<file path="src/rtl/iod_cmd_if.sv">
// Command handshake between the PHY training engine and the IOD delay-line controller.
interface iod_cmd_if #(
    parameter int unsigned TapW = 8
) ();
    logic            cmd_valid;
    logic            cmd_ready;
    logic [1:0]      cmd_op;
    logic            cmd_dir;
    logic [TapW-1:0] cmd_arg;
    logic            done;
    logic            err;
    logic            busy;
    logic [TapW-1:0] tap_pos;

    modport master (
        output cmd_valid, cmd_op, cmd_dir, cmd_arg,
        input  cmd_ready, done, err, busy, tap_pos
    );

    modport slave (
        input  cmd_valid, cmd_op, cmd_dir, cmd_arg,
        output cmd_ready, done, err, busy, tap_pos
    );
endinterface

</file>
<file path="src/rtl/iod_delay_line_ctrl.sv">
// Sequences LOAD/MOVE/DIRECTION pulses for one DDR4 lane IOD delay line and tracks the tap.
// All outputs are registered from the next-state decode.
module iod_delay_line_ctrl #(
    parameter int unsigned TapW         = 8,
    parameter int unsigned MaxTap       = 255,
    parameter int unsigned InitTap      = 1,
    parameter int unsigned SettleCycles = 4
) (
    input  logic     clk_i,
    input  logic     rst_i,
    iod_cmd_if.slave cmd,
    output logic     delay_line_load_o,
    output logic     delay_line_move_o,
    output logic     delay_line_direction_o,
    input  logic     delay_line_out_of_range_i
);

    localparam logic [2:0] StIdle   = 3'd0;
    localparam logic [2:0] StLoadp  = 3'd1;
    localparam logic [2:0] StSetup  = 3'd2;
    localparam logic [2:0] StPulse  = 3'd3;
    localparam logic [2:0] StSettle = 3'd4;
    localparam logic [2:0] StFin    = 3'd5;

    localparam logic [1:0] OpLoad = 2'b00;
    localparam logic [1:0] OpStep = 2'b01;
    localparam logic [1:0] OpSet  = 2'b10;

    localparam logic [TapW-1:0] MaxTapT    = TapW'(MaxTap);
    localparam logic [TapW-1:0] InitTapT   = TapW'(InitTap);
    localparam logic [3:0]      SettleLast = 4'(SettleCycles - 1);

    logic [2:0]      state_q, state_d;
    logic [TapW-1:0] rem_q, rem_d;
    logic [TapW-1:0] tap_q, tap_d;
    logic [3:0]      cnt_q, cnt_d;
    logic            dir_q, dir_d;
    logic            err_q, err_d;
    logic            ready_q, done_q, busy_q, load_q, move_q, direction_q;

    logic            accept;
    logic [TapW:0]   diff;
    logic [TapW-1:0] tap_nxt;
    logic [TapW-1:0] rem_nxt;

    // True when one more step in direction `up` would leave [0, MaxTap].
    function automatic logic at_bound(input logic [TapW-1:0] tap, input logic up);
        return up ? (tap >= MaxTapT) : (tap == '0);
    endfunction

    assign accept = cmd.cmd_valid & ready_q;
    // Borrow bit of the widened subtract gives the SET_ABS direction.
    assign diff   = {1'b0, cmd.cmd_arg} - {1'b0, tap_q};

    always_comb begin
        state_d = state_q;
        rem_d   = rem_q;
        tap_d   = tap_q;
        cnt_d   = cnt_q;
        dir_d   = dir_q;
        err_d   = err_q;
        tap_nxt = dir_q ? tap_q + TapW'(1) : tap_q - TapW'(1);
        rem_nxt = rem_q - TapW'(1);
        case (state_q)
            StIdle: begin
                if (accept) begin
                    err_d = 1'b0;
                    case (cmd.cmd_op)
                        OpLoad: begin
                            state_d = StLoadp;
                            tap_d   = InitTapT;
                        end
                        OpStep: begin
                            rem_d   = cmd.cmd_arg;
                            dir_d   = cmd.cmd_dir;
                            state_d = (cmd.cmd_arg == '0) ? StFin : StSetup;
                        end
                        OpSet: begin
                            if (cmd.cmd_arg > MaxTapT) begin
                                err_d   = 1'b1;
                                state_d = StFin;
                            end else begin
                                dir_d   = ~diff[TapW] & (diff[TapW-1:0] != '0);
                                rem_d   = diff[TapW] ? ('0 - diff[TapW-1:0]) : diff[TapW-1:0];
                                state_d = StSetup;
                            end
                        end
                        default: state_d = StFin;
                    endcase
                end
            end
            StLoadp: state_d = StFin;
            StSetup: begin
                if (rem_q == '0) begin
                    state_d = StFin;
                end else if (at_bound(tap_q, dir_q)) begin
                    err_d   = 1'b1;
                    state_d = StFin;
                end else begin
                    state_d = StPulse;
                end
            end
            StPulse: begin
                cnt_d   = SettleLast;
                state_d = StSettle;
            end
            StSettle: begin
                if (cnt_q != '0) begin
                    cnt_d = cnt_q - 4'd1;
                end else if (delay_line_out_of_range_i) begin
                    err_d   = 1'b1;
                    state_d = StFin;
                end else begin
                    tap_d = tap_nxt;
                    rem_d = rem_nxt;
                    if (rem_nxt == '0) begin
                        state_d = StFin;
                    end else if (at_bound(tap_nxt, dir_q)) begin
                        err_d   = 1'b1;
                        state_d = StFin;
                    end else begin
                        state_d = StPulse;
                    end
                end
            end
            StFin:   state_d = StIdle;
            default: state_d = StIdle;
        endcase
    end

    always_ff @(posedge clk_i or posedge rst_i) begin
        if (rst_i) begin
            state_q     <= StIdle;
            rem_q       <= '0;
            tap_q       <= InitTapT;
            cnt_q       <= '0;
            dir_q       <= 1'b0;
            err_q       <= 1'b0;
            ready_q     <= 1'b0;
            done_q      <= 1'b0;
            busy_q      <= 1'b0;
            load_q      <= 1'b0;
            move_q      <= 1'b0;
            direction_q <= 1'b0;
        end else begin
            state_q     <= state_d;
            rem_q       <= rem_d;
            tap_q       <= tap_d;
            cnt_q       <= cnt_d;
            dir_q       <= dir_d;
            err_q       <= err_d;
            ready_q     <= (state_d == StIdle);
            done_q      <= (state_d == StFin);
            busy_q      <= (state_d != StIdle);
            load_q      <= (state_d == StLoadp);
            move_q      <= (state_d == StPulse);
            direction_q <= dir_d & ((state_d == StSetup) | (state_d == StPulse) |
                                    (state_d == StSettle));
        end
    end

    assign cmd.cmd_ready          = ready_q;
    assign cmd.done               = done_q;
    assign cmd.err                = err_q;
    assign cmd.busy               = busy_q;
    assign cmd.tap_pos            = tap_q;
    assign delay_line_load_o      = load_q;
    assign delay_line_move_o      = move_q;
    assign delay_line_direction_o = direction_q;

endmodule

</file>
<file path="src/flat_wrapper.sv">
// flat-port wrapper written by rule: the top's interface ports become plain ports
module iod_delay_line_ctrl_flat 
#(
    parameter int unsigned TapW         = 8,
    parameter int unsigned MaxTap       = 255,
    parameter int unsigned InitTap      = 1,
    parameter int unsigned SettleCycles = 4
)
  (clk_i, rst_i, delay_line_load_o, delay_line_move_o, delay_line_direction_o, delay_line_out_of_range_i, cmd_cmd_valid, cmd_cmd_op, cmd_cmd_dir, cmd_cmd_arg, cmd_cmd_ready, cmd_done, cmd_err, cmd_busy, cmd_tap_pos);
  iod_cmd_if #(.TapW(TapW)) cmd_i ();
  input  logic clk_i;
  input  logic rst_i;
  output logic delay_line_load_o;
  output logic delay_line_move_o;
  output logic delay_line_direction_o;
  input  logic delay_line_out_of_range_i;
  input wire logic [$bits(cmd_i.cmd_valid)-1:0] cmd_cmd_valid;
  input wire logic [$bits(cmd_i.cmd_op)-1:0] cmd_cmd_op;
  input wire logic [$bits(cmd_i.cmd_dir)-1:0] cmd_cmd_dir;
  input wire logic [$bits(cmd_i.cmd_arg)-1:0] cmd_cmd_arg;
  output wire logic [$bits(cmd_i.cmd_ready)-1:0] cmd_cmd_ready;
  output wire logic [$bits(cmd_i.done)-1:0] cmd_done;
  output wire logic [$bits(cmd_i.err)-1:0] cmd_err;
  output wire logic [$bits(cmd_i.busy)-1:0] cmd_busy;
  output wire logic [$bits(cmd_i.tap_pos)-1:0] cmd_tap_pos;
  assign cmd_i.cmd_valid = cmd_cmd_valid;
  assign cmd_i.cmd_op = cmd_cmd_op;
  assign cmd_i.cmd_dir = cmd_cmd_dir;
  assign cmd_i.cmd_arg = cmd_cmd_arg;
  assign cmd_cmd_ready = cmd_i.cmd_ready;
  assign cmd_done = cmd_i.done;
  assign cmd_err = cmd_i.err;
  assign cmd_busy = cmd_i.busy;
  assign cmd_tap_pos = cmd_i.tap_pos;
  iod_delay_line_ctrl #(.TapW(TapW), .MaxTap(MaxTap), .InitTap(InitTap), .SettleCycles(SettleCycles)) u_core (.clk_i(clk_i), .rst_i(rst_i), .cmd(cmd_i), .delay_line_load_o(delay_line_load_o), .delay_line_move_o(delay_line_move_o), .delay_line_direction_o(delay_line_direction_o), .delay_line_out_of_range_i(delay_line_out_of_range_i));
endmodule
</file>
<file path="config.mk">
export PLATFORM = sky130hd
export DESIGN_NAME = iod_delay_line_ctrl_flat
export DESIGN_NICKNAME = d
export VERILOG_FILES = /design/src/rtl/iod_cmd_if.sv /design/src/rtl/iod_delay_line_ctrl.sv /design/src/flat_wrapper.sv
export SDC_FILE = /design/constraint.sdc
export NUM_CORES = 1
export LEC_CHECK = 0
export CAP_MARGIN = 20
export CORE_MARGIN = 5
export CORE_UTILIZATION = 58
export DETAILED_ROUTE_END_ITERATION = 10
export HOLD_SLACK_MARGIN = 0.05
export PLACE_DENSITY = 0.81
export SETUP_SLACK_MARGIN = 0.1
export SYNTH_ARGS = -nofsm -noshare
export SYNTH_HDL_FRONTEND = slang
export SYNTH_SLANG_ARGS = --single-unit
</file>
<file path="constraint.sdc">
create_clock -name clk_i -period 3.84 [get_ports clk_i]
set_clock_uncertainty 0.1 [all_clocks]
set_input_delay 0.576 -clock clk_i [delete_from_list [all_inputs] [get_ports clk_i]]
set_output_delay 0.576 -clock clk_i [all_outputs]
set_load 0.05 [all_outputs]
</file>
==> results_dict.tcl, run 1 <==
set metrics [dict create \
    design_area_um2 3280 \
    fp.dieW_um 79.8 \
    cts_buffers 5 \
    nFillCells 407 \
    placed_area_um2 3160 \
    ys_async_sr_fraction_pct 100 \
    worst_ir_drop_vdd_mv 0.607 \
    antenna_cells 0 \
    utilization_pct 69.4 \
    outcome "finished, final reports clean" \
    power_mw 2.95 \
    area_delta_synth_final_pct 16.2 \
    post_cts_buffers 0 \
    crit_path_max_fanout 3 \
    setup_viol_count_final 0 \
    grt_overflow 0 \
    worstMarginPinSlew_ns 0.764 \
    start_util_pct 59.8 \
    clockBufferDepth 2 \
    root_buffer "clkbuf_8" \
    hold_end "u_core.cnt_q[0]$_DFFE_PP0P_" \
    relSlewSlack_pct 48.9 \
    p_per_area_nw_per_um2 900 \
    yosys-top-cells-area "dfrtp_1 (27%), ha_1 (12%), nand2_1 (5.1%), nor2_1 (4.4%), a21oi_1 (4.3%)" \
    cp_slowest_cell "fa_1" \
    coreArea_um2 4720 \
    grt-busiest-layer "met2" \
    synth_top_area_share_pct 26.6 \
    met1_usage_pct 30.6 \
    rows 25 \
    grt_max_degree 32 \
    io_buffers 29 \
    postSynthNetCount 394 \
    synth_edf_count 0 \
    cts_resized 0 \
    drive_gt1_share_pct 5.01 \
    regArea_um2 777 \
    reg2reg_from "u_core.cmd.tap_pos[0]$_DFFE_PP1P_" \
    fmax_ghz 0.308 \
    synthCells 351 \
    hold_violations 0 \
    ys_warn_count 0 \
    worstSetupPathType "input port to flip-flop" \
    met2_usage_pct 38.6 \
    die_area_um2 6360 \
    r2r_cells 11 \
    pin_count 30 \
    final_common_cell "nand2_1" \
    worstHoldStart "u_core.cnt_q[0]$_DFFE_PP0P_" \
    fin_crit_sh_pct 84.6 \
    drt-pass1-iter-count 4 \
    period_minus_slack_ns 3.25 \
    critPathArrivalTime_ns 3.30 \
    cts_max_level 2 \
    rsz0062_at_grt "false" \
    ys_ff_latch 31 \
    crit_top_cell "inv_1" \
    cp-start-kind "input port" \
    grtUsageTotal_pct 23.7 \
    slew_violations 0 \
    routed_wl_um 7240 \
    grt_first_pass_wirelength_um 11900 \
    die_h_um 79.8 \
    worstPathCellList "clkdlybuf4s50_1 -> inv_1 -> ha_1 -> inv_1 -> fa_1 -> a21oi_1 -> a2bb2oi_1 -> nor2b_1 -> xnor2_1 -> nor3_1 -> nand4_1 -> a41o_1 -> a21boi_1" \
    cts-hold-fix-buffers 0 \
    synth_cell_types 61 \
    dr.first_iter.drc_count 184 \
    hold_path_depth 1 \
    ant_nets 0 \
    synth_ff_type "dfrtp_1" \
    syn_avg_cell_area_um2 8.04 \
    wl_per_cell_um 16.2 \
    leakagePower_nw 1.36 \
    first_global_vias 2552 \
    cts_num_sinks 31 \
    nets 421 \
    timing.rr.end "u_core.delay_line_direction_o$_DFF_PP0_" \
    place_hpwl_um 5390 \
    antenna_found_initial 0 \
    setup_tns_ns 0 \
    gp_congestion 1.01 \
    hp-class "flip-flop to flip-flop" \
    synth_top_area_cell "dfrtp_1" \
    path_clk_slew_ns 0.07 \
    max_stage_delay_ns 0.42 \
    drc 0 \
    cap_violations 0 \
    synth_area_um2 2820 \
    avgViaCountPerCell 6.16 \
    via_count 2748 \
    clock_latency_ns 0.28 \
    ys_seq_area_share_pct 27.5 \
    worstSetupEndpointType "flip-flop" \
    final_cell_mix "nand2_1 (38), nor2_1 (33), dfrtp_1 (30), clkdlybuf4s50_1 (29), ha_1 (26)" \
    grt_use_met3_pct 4.74 \
    r2r_slack_ns 0.72 \
    cp.required_ns 3.89 \
    cts_tree "built" \
    multi_input_area_um2 1910 \
]
-- area by class of cell --
type                            count  area share, %
Sequential cell                    31           23.7
Inverter                           25           2.86
Clock buffer                        6           2.52
Clock inverter                      2           1.07
Timing Repair Buffer               30           9.08
Tap cell                           67           2.56
Multi-Input combinational cell    285           58.2
-- routing by layer --
metal  part of all wire [%]  wire length, µm
met4                    2.8              206
met5                      0                0
met1                     45             3260
met3                    4.6              336
met2                     47             3440
-- metrics by stage --
step / hold WS (ns) / cells / setup WS, ns
floorplan: 0.360 / 351 / 0.948
global placement: 0.389 / 438 / 0.541
detailed placement: 0.408 / 438 / 0.403
CTS: 0.417 / 446 / 0.680
global route: 0.440 / 446 / 0.422
finish: 0.415 / 446 / 0.592
-- Yosys cell counts (9+ instances only) --
cell     count
a31oi_1      9
inv_1       24
a21oi_1     24
ha_1        26
nand3_1      9
o21ai_1      9
nor2b_1      9
dfrtp_1     30
nor2_1      33
nand2_1     38
o21ai_0     16
-- sequential cells by signal, summed over array words and instances (netlist names) --
name and cells:
u_core.cmd.err 1, u_core.state_q 3, u_core.delay_line_load_o 1, u_core.delay_line_direction_o 1, u_core.cmd.cmd_ready 1, u_core.cmd.tap_pos 8, u_core.delay_line_move_o 1, u_core.dir_q 1
u_core.cmd.done 1, u_core.rem_q 8, u_core.cnt_q 4, u_core.cmd.busy 1
-- worst max path at each step --
| stage | startpoint | endpoint | cells after the start |
|---|---|---|---|
| finish | cmd_cmd_arg[0] | u_core.delay_line_direction_o$_DFF_PP0_ | 13 |
| global placement | cmd_cmd_arg[0] | u_core.delay_line_direction_o$_DFF_PP0_ | 13 |
| floorplan | u_core.cmd.tap_pos[0]$_DFFE_PP1P_ | u_core.delay_line_direction_o$_DFF_PP0_ | 11 |
| detailed placement | cmd_cmd_arg[0] | u_core.delay_line_direction_o$_DFF_PP0_ | 13 |
| global route | cmd_cmd_arg[0] | u_core.delay_line_direction_o$_DFF_PP0_ | 13 |
| CTS | cmd_cmd_arg[0] | u_core.delay_line_direction_o$_DFF_PP0_ | 13 |
-- power breakdown --
group          switching [mW]  internal (mW)
clock network           0.130          0.210
logic                    1.21          0.746
registers               0.184          0.470
-- worst max-delay path: cells and delay by family --
family / cells / cell delay (ns)
and+or+nand+nor: 3 / 0.60
AOI/OAI and AO/OA: 4 / 0.86
buffers and inverters: 3 / 0.55
xor gates and xnor gates: 1 / 0.11
adders and majority gates: 2 / 0.60
-- cells by family after synthesis --
| logic type | count (synthesis) | synth area share [%] |
|---|---|---|
| multiplexers | 3 | 1.06 |
| buffers and inverters | 35 | 4.83 |
| flip-flops | 31 | 27.5 |
| AO/OA/AOI/OAI | 106 | 25.4 |
| AND/OR/NAND/NOR | 135 | 24.2 |
| XOR/XNOR | 13 | 4.03 |
| adder cells (fa/ha/maj) | 28 | 12.9 |
Note: power is estimated with default switching activity, not from simulation.
==> run 2: changes to the inputs <==
Clock period 3.84 ns to 3 ns, I/O delays scaled along.
==> run 2 against run 1 <==
  * Sequential cell count unchanged
  * Power up 33%
  * Die area stayed put
  * Critical path type unchanged
  * Largest power group unchanged
==> results_dict.tcl, run 2 (synthesis gave the netlist of run 1 again) <==
set metrics [dict create \
    outcome "finished, final reports clean" \
    start_util_pct 59.8 \
    design_area_um2 3420 \
    grt-busiest-layer "met2" \
    grtUsageTotal_pct 24.5 \
    cts_buffers 5 \
    ant_nets 0 \
    grt_use_met3_pct 3.16 \
    rows 25 \
    pin_count 30 \
    fp.dieW_um 79.8 \
    first_global_vias 2675 \
    path_clk_slew_ns 0.07 \
    gp_congestion 0.910 \
    wl_per_cell_um 16.1 \
    r2r_cells 9 \
    worst_ir_drop_vdd_mv 0.769 \
    fmax_ghz 0.357 \
    whs_ns 0.414 \
    cts_num_sinks 31 \
    fin_crit_sh_pct 93.5 \
    post_cts_buffers 0 \
    placed_area_um2 3290 \
    routed_wl_um 7440 \
    worstSetupPathType "input port to flip-flop" \
    hp-class "flip-flop to flip-flop" \
    drive_gt1_share_pct 10.9 \
    rsz0062_at_grt "true" \
    die_area_um2 6360 \
    nets 438 \
    period_minus_slack_ns 2.80 \
    place_hpwl_um 5600 \
    p_per_area_nw_per_um2 1150 \
    met1_usage_pct 32.6 \
    hold_violations 0 \
    avgViaCountPerCell 5.97 \
    grt_first_pass_wirelength_um 12300 \
    cp.required_ns 3.09 \
    clock_latency_ns 0.30 \
    crit_path_max_fanout 8 \
    final_common_cell "nand2_1" \
    critPathArrivalTime_ns 2.89 \
    die_h_um 79.8 \
    drc 0 \
    relSlewSlack_pct 59.3 \
    root_buffer "clkbuf_8" \
    worstSetupEndpointType "flip-flop" \
    cp-startpoint "cmd_cmd_arg[0]" \
    grt_max_degree 32 \
    timing.rr.end "u_core.cmd.done$_DFF_PP0_" \
    reg2reg_from "u_core.dir_q$_DFF_PP0_" \
    antenna_cells 0 \
    cts_max_level 2 \
    setup_viol_count_final 0 \
    worstMarginPinSlew_ns 0.610 \
    cp-start-kind "input port" \
    endpoint "u_core.rem_q[6]$_DFFE_PP0P_" \
    drt-pass1-iter-count 4 \
    clockBufferDepth 2 \
    dr.first_iter.drc_count 232 \
    cap_violations 0 \
    cts_tree "built" \
    final_cell_mix "nand2_1 (38), nor2_1 (33), dfrtp_1 (30), clkdlybuf4s50_1 (29), ha_1 (26)" \
    antenna_found_initial 0 \
    slew_violations 0 \
    coreArea_um2 4720 \
    r2r_slack_ns 0.23 \
    leakagePower_nw 1.44 \
    met2_usage_pct 41.1 \
    io_buffers 29 \
    grt_overflow 0 \
    via_count 2766 \
    area_delta_synth_final_pct 21.3 \
]
run 2: changes by cell type in the layout (fill, tap and decap cells not counted), sizes merged:
cell	delta
buf	+17
bufinv	-1
clkbuf	+1
run 2: worst max-delay path, stage by stage:
cell and delay [ns]:
clkdlybuf4s50_1 0.47, inv_1 0.06, ha_1 0.20, inv_1 0.08
fa_2 0.24, a21oi_2 0.07, a2bb2oi_2 0.14, a21oi_1 0.49
inv_1 0.21, o31ai_2 0.13, xor2_1 0.19, a21o_1 0.13
nand2_1 0.04
run 2: final cells by class:
type                       instances  area [µm²]
sequential                        31         777
clock buffer                       7        76.3
multi-input combinational        285        1960
clock inverter                     1        5.00
tap                               67        83.8
timing repair buffer              47         425
inverter                          25        93.8
fill                             383        1300
run 2: report_power, final:
| group | total (mW) | internal (mW) | leakage [nW] | switching [mW] |
|---|---|---|---|---|
| combinational | 2.80 | 1.13 | 1.01 | 1.67 |
| sequential | 0.819 | 0.601 | 0.383 | 0.217 |
| clock | 0.322 | 0.162 | 0.0422 | 0.159 |
| total | 3.94 | 1.89 | 1.44 | 2.05 |
run 2: worst min-delay path by stage:
| stage | startpoint | endpoint | slack [ns] | cells after the start |
|---|---|---|---|---|
| 6_report | u_core.cnt_q[3]$_DFFE_PP0P_ | u_core.cnt_q[3]$_DFFE_PP0P_ | 0.41 | 1 |
| 5_1_grt | u_core.cnt_q[0]$_DFFE_PP0P_ | u_core.cnt_q[0]$_DFFE_PP0P_ | 0.43 | 1 |
| 4_1_cts | u_core.cnt_q[3]$_DFFE_PP0P_ | u_core.cnt_q[3]$_DFFE_PP0P_ | 0.41 | 1 |
| 3_5_place_dp | u_core.cnt_q[3]$_DFFE_PP0P_ | u_core.cnt_q[3]$_DFFE_PP0P_ | 0.40 | 1 |
| 3_3_place_gp | u_core.cnt_q[0]$_DFFE_PP0P_ | u_core.cnt_q[0]$_DFFE_PP0P_ | 0.39 | 1 |
| 2_1_floorplan | u_core.cnt_q[0]$_DFFE_PP0P_ | u_core.cnt_q[0]$_DFFE_PP0P_ | 0.36 | 1 |
run 2: per-stage QoR:
stage	instances	util (%)	setup TNS (ns)	power [mW]	worst slack (ns)
final	463	72.5	0	3.94	0.195
after global routing	463	72.5	0	4.27	0.0528
after CTS	463	71.6	0	3.82	0.121
after detailed placement	455	69.6	-0.592	3.46	-0.224
after global placement	455	69.6	-0.143	3.39	-0.125
after floorplan	351	-	0	2.73	0.108
run 2: metal layers:
| layer | vias to the layer above | part of all wire, % |
|---|---|---|
| li1 | 1372 | - |
| met1 | 1311 | 45 |
| met2 | 74 | 48 |
| met3 | 9 | 5.5 |
| met4 | 0 | 1.2 |
| met5 | - | 0 |
run 2: timing repair:
item                       in CTS  in global routing
cloned                          0                  0
pin swaps                       2                  1
gates resized for setup         3                  7
setup endpoints to repair       1                  8
hold buffers                    0                  0
==> run 3: changes to the inputs <==
Settings changed: CORE_MARGIN 5 to 2.
==> run 3 against run 2 <==
  * Core utilization rose by 2.2 points
  * Sequential power rose by 0.7%
  * Power rose by 5.7%
  * Combinational power rose by 4%
  * Count of clock-buffer cells in the layout fell by 1
  * Cell area rose by 3.0%
  * Via count rose by 4.6%
  * Register-to-register slack improved by 0.02 ns
  * Global-route usage rose by 3.6 points
==> results_dict.tcl, run 3 (synthesis gave the netlist of run 1 again) <==
set metrics [dict create \
    cts_buffers 5 \
    cp_slowest_cell "clkdlybuf4s50_1" \
    coreArea_um2 4720 \
    setup_tns_ns 0 \
    max_stage_delay_ns 0.42 \
    wl_per_cell_um 16.1 \
    clock_latency_ns 0.28 \
    ant_nets 0 \
    routed_wl_um 7540 \
    io_buffers 29 \
    p_per_area_nw_per_um2 1180 \
    final_cell_mix "nand2_1 (38), nor2_1 (33), dfrtp_1 (30), clkdlybuf4s50_1 (29), ha_1 (26)" \
    drive_gt1_share_pct 13.4 \
    leakagePower_nw 1.49 \
    antenna_cells 0 \
    final_common_cell "nand2_1" \
    cp-start-kind "input port" \
    antenna_found_initial 0 \
    place_hpwl_um 5550 \
    path_clk_slew_ns 0.07 \
    worstSetupEndpointType "flip-flop" \
    hp-class "flip-flop to flip-flop" \
    avgViaCountPerCell 6.17 \
    pin_count 30 \
    via_count 2892 \
    critPathBufInv 3 \
    critPathArrivalTime_ns 2.87 \
    worstSetupPathType "input port to flip-flop" \
    cp.required_ns 3.06 \
    outcome "finished, final reports clean" \
    cap_violations 0 \
    first_global_vias 2524 \
    cts_tree "built" \
    grt_max_degree 32 \
    die_h_um 73.8 \
    worstPathCellList "clkdlybuf4s50_1 -> inv_1 -> ha_1 -> inv_1 -> fa_2 -> a21oi_2 -> a2bb2oi_2 -> nor2b_2 -> xnor2_1 -> nor3_2 -> nand4_1 -> a41o_1 -> a21boi_1" \
    setup_viol_count_final 0 \
    clockBufferDepth 2 \
    grt_first_pass_wirelength_um 11800 \
    cts_max_level 2 \
    hold_path_depth 1 \
    r2r_cells 10 \
    slew_violations 0 \
    fp.dieW_um 73.8 \
    worstMarginPinSlew_ns 0.580 \
    grt_overflow 0 \
    hold_violations 0 \
    drt-pass1-iter-count 5 \
    die_area_um2 5440 \
    period_minus_slack_ns 2.81 \
    power_mw 4.16 \
    fmax_ghz 0.355 \
    grtUsageTotal_pct 28.1 \
    crit_path_max_fanout 3 \
    critPathTopFamily "compound AO/OA/AOI/OAI gates" \
    dr.first_iter.drc_count 232 \
    drc 0 \
    gp_congestion 0.906 \
    utilization_pct 74.7 \
    cp_num_cells 13 \
    crit_top_cell "inv_1" \
    root_buffer "clkbuf_8" \
    fin_crit_sh_pct 93.8 \
    worst_ir_drop_vdd_mv 0.815 \
    rsz0062_at_grt "true" \
    nets 444 \
    rows 25 \
    cts_num_sinks 31 \
    relSlewSlack_pct 61.3 \
    area_delta_synth_final_pct 25.0 \
    start_util_pct 59.8 \
]
==> run 3: layer usage <==
layer	track usage (%)	vias to the layer above	wire length, µm
li1	-	1386	-
met3	4.80	15	427
met1	38.7	1384	3310
met5	0	-	0
met2	45.1	107	3650
met4	8.48	0	148
==> run 3: area by class of cell <==
cell class / instances / area, µm²
Multi-Input combinational cell: 285 / 1980
Fill cell: 352 / 1200
Sequential cell: 31 / 777
Timing Repair Buffer: 53 / 470
Inverter: 25 / 93.8
Tap cell: 67 / 83.8
Clock buffer: 6 / 82.6
Clock inverter: 2 / 35.0
==> run 3: final timing paths <==
kind | start | endpoint | slack (ns)
worst max-delay path | cmd_cmd_arg[0] | u_core.delay_line_direction_o$_DFF_PP0_ | 0.19
min in group asynchronous | rst_i | u_core.cnt_q[3]$_DFFE_PP0P_ | 0.46
worst max register to register | u_core.cmd.tap_pos[1]$_DFFE_PP0P_ | u_core.delay_line_direction_o$_DFF_PP0_ | 0.25
max in group asynchronous | rst_i | u_core.cmd.tap_pos[0]$_DFFE_PP1P_ | 2.01
worst min register to register | u_core.cnt_q[0]$_DFFE_PP0P_ | u_core.cnt_q[0]$_DFFE_PP0P_ | 0.41
worst min-delay path | u_core.cnt_q[0]$_DFFE_PP0P_ | u_core.cnt_q[0]$_DFFE_PP0P_ | 0.41
==> run 3: repair_timing <==
| item | in CTS | in global routing |
|---|---|---|
| endpoints found under the setup margin | 1 | 11 |
| endpoints found under the hold margin | 0 | 0 |
| pin swaps | 2 | 4 |
| resized for setup | 2 | 13 |
| hold buffers | 0 | 0 |
| buffers inserted | 0 | 4 |
==> run 3: power by group <==
| group | switching [mW] | total [mW] | internal, mW |
|---|---|---|---|
| clock | 0.161 | 0.430 | 0.269 |
| sequential | 0.224 | 0.825 | 0.601 |
| combinational | 1.71 | 2.91 | 1.20 |
==> run 3: through the flow <==
stage,cells,hold slack (ns),setup slack (ns),instance area (µm²)
final,469,0.414,0.185,3530
after global routing,469,0.428,0.0264,3530
after CTS,465,0.407,0.132,3430
after detailed placement,457,0.398,-0.209,3300
after global placement,457,0.383,-0.116,3300
after floorplan,351,0.360,0.108,2820
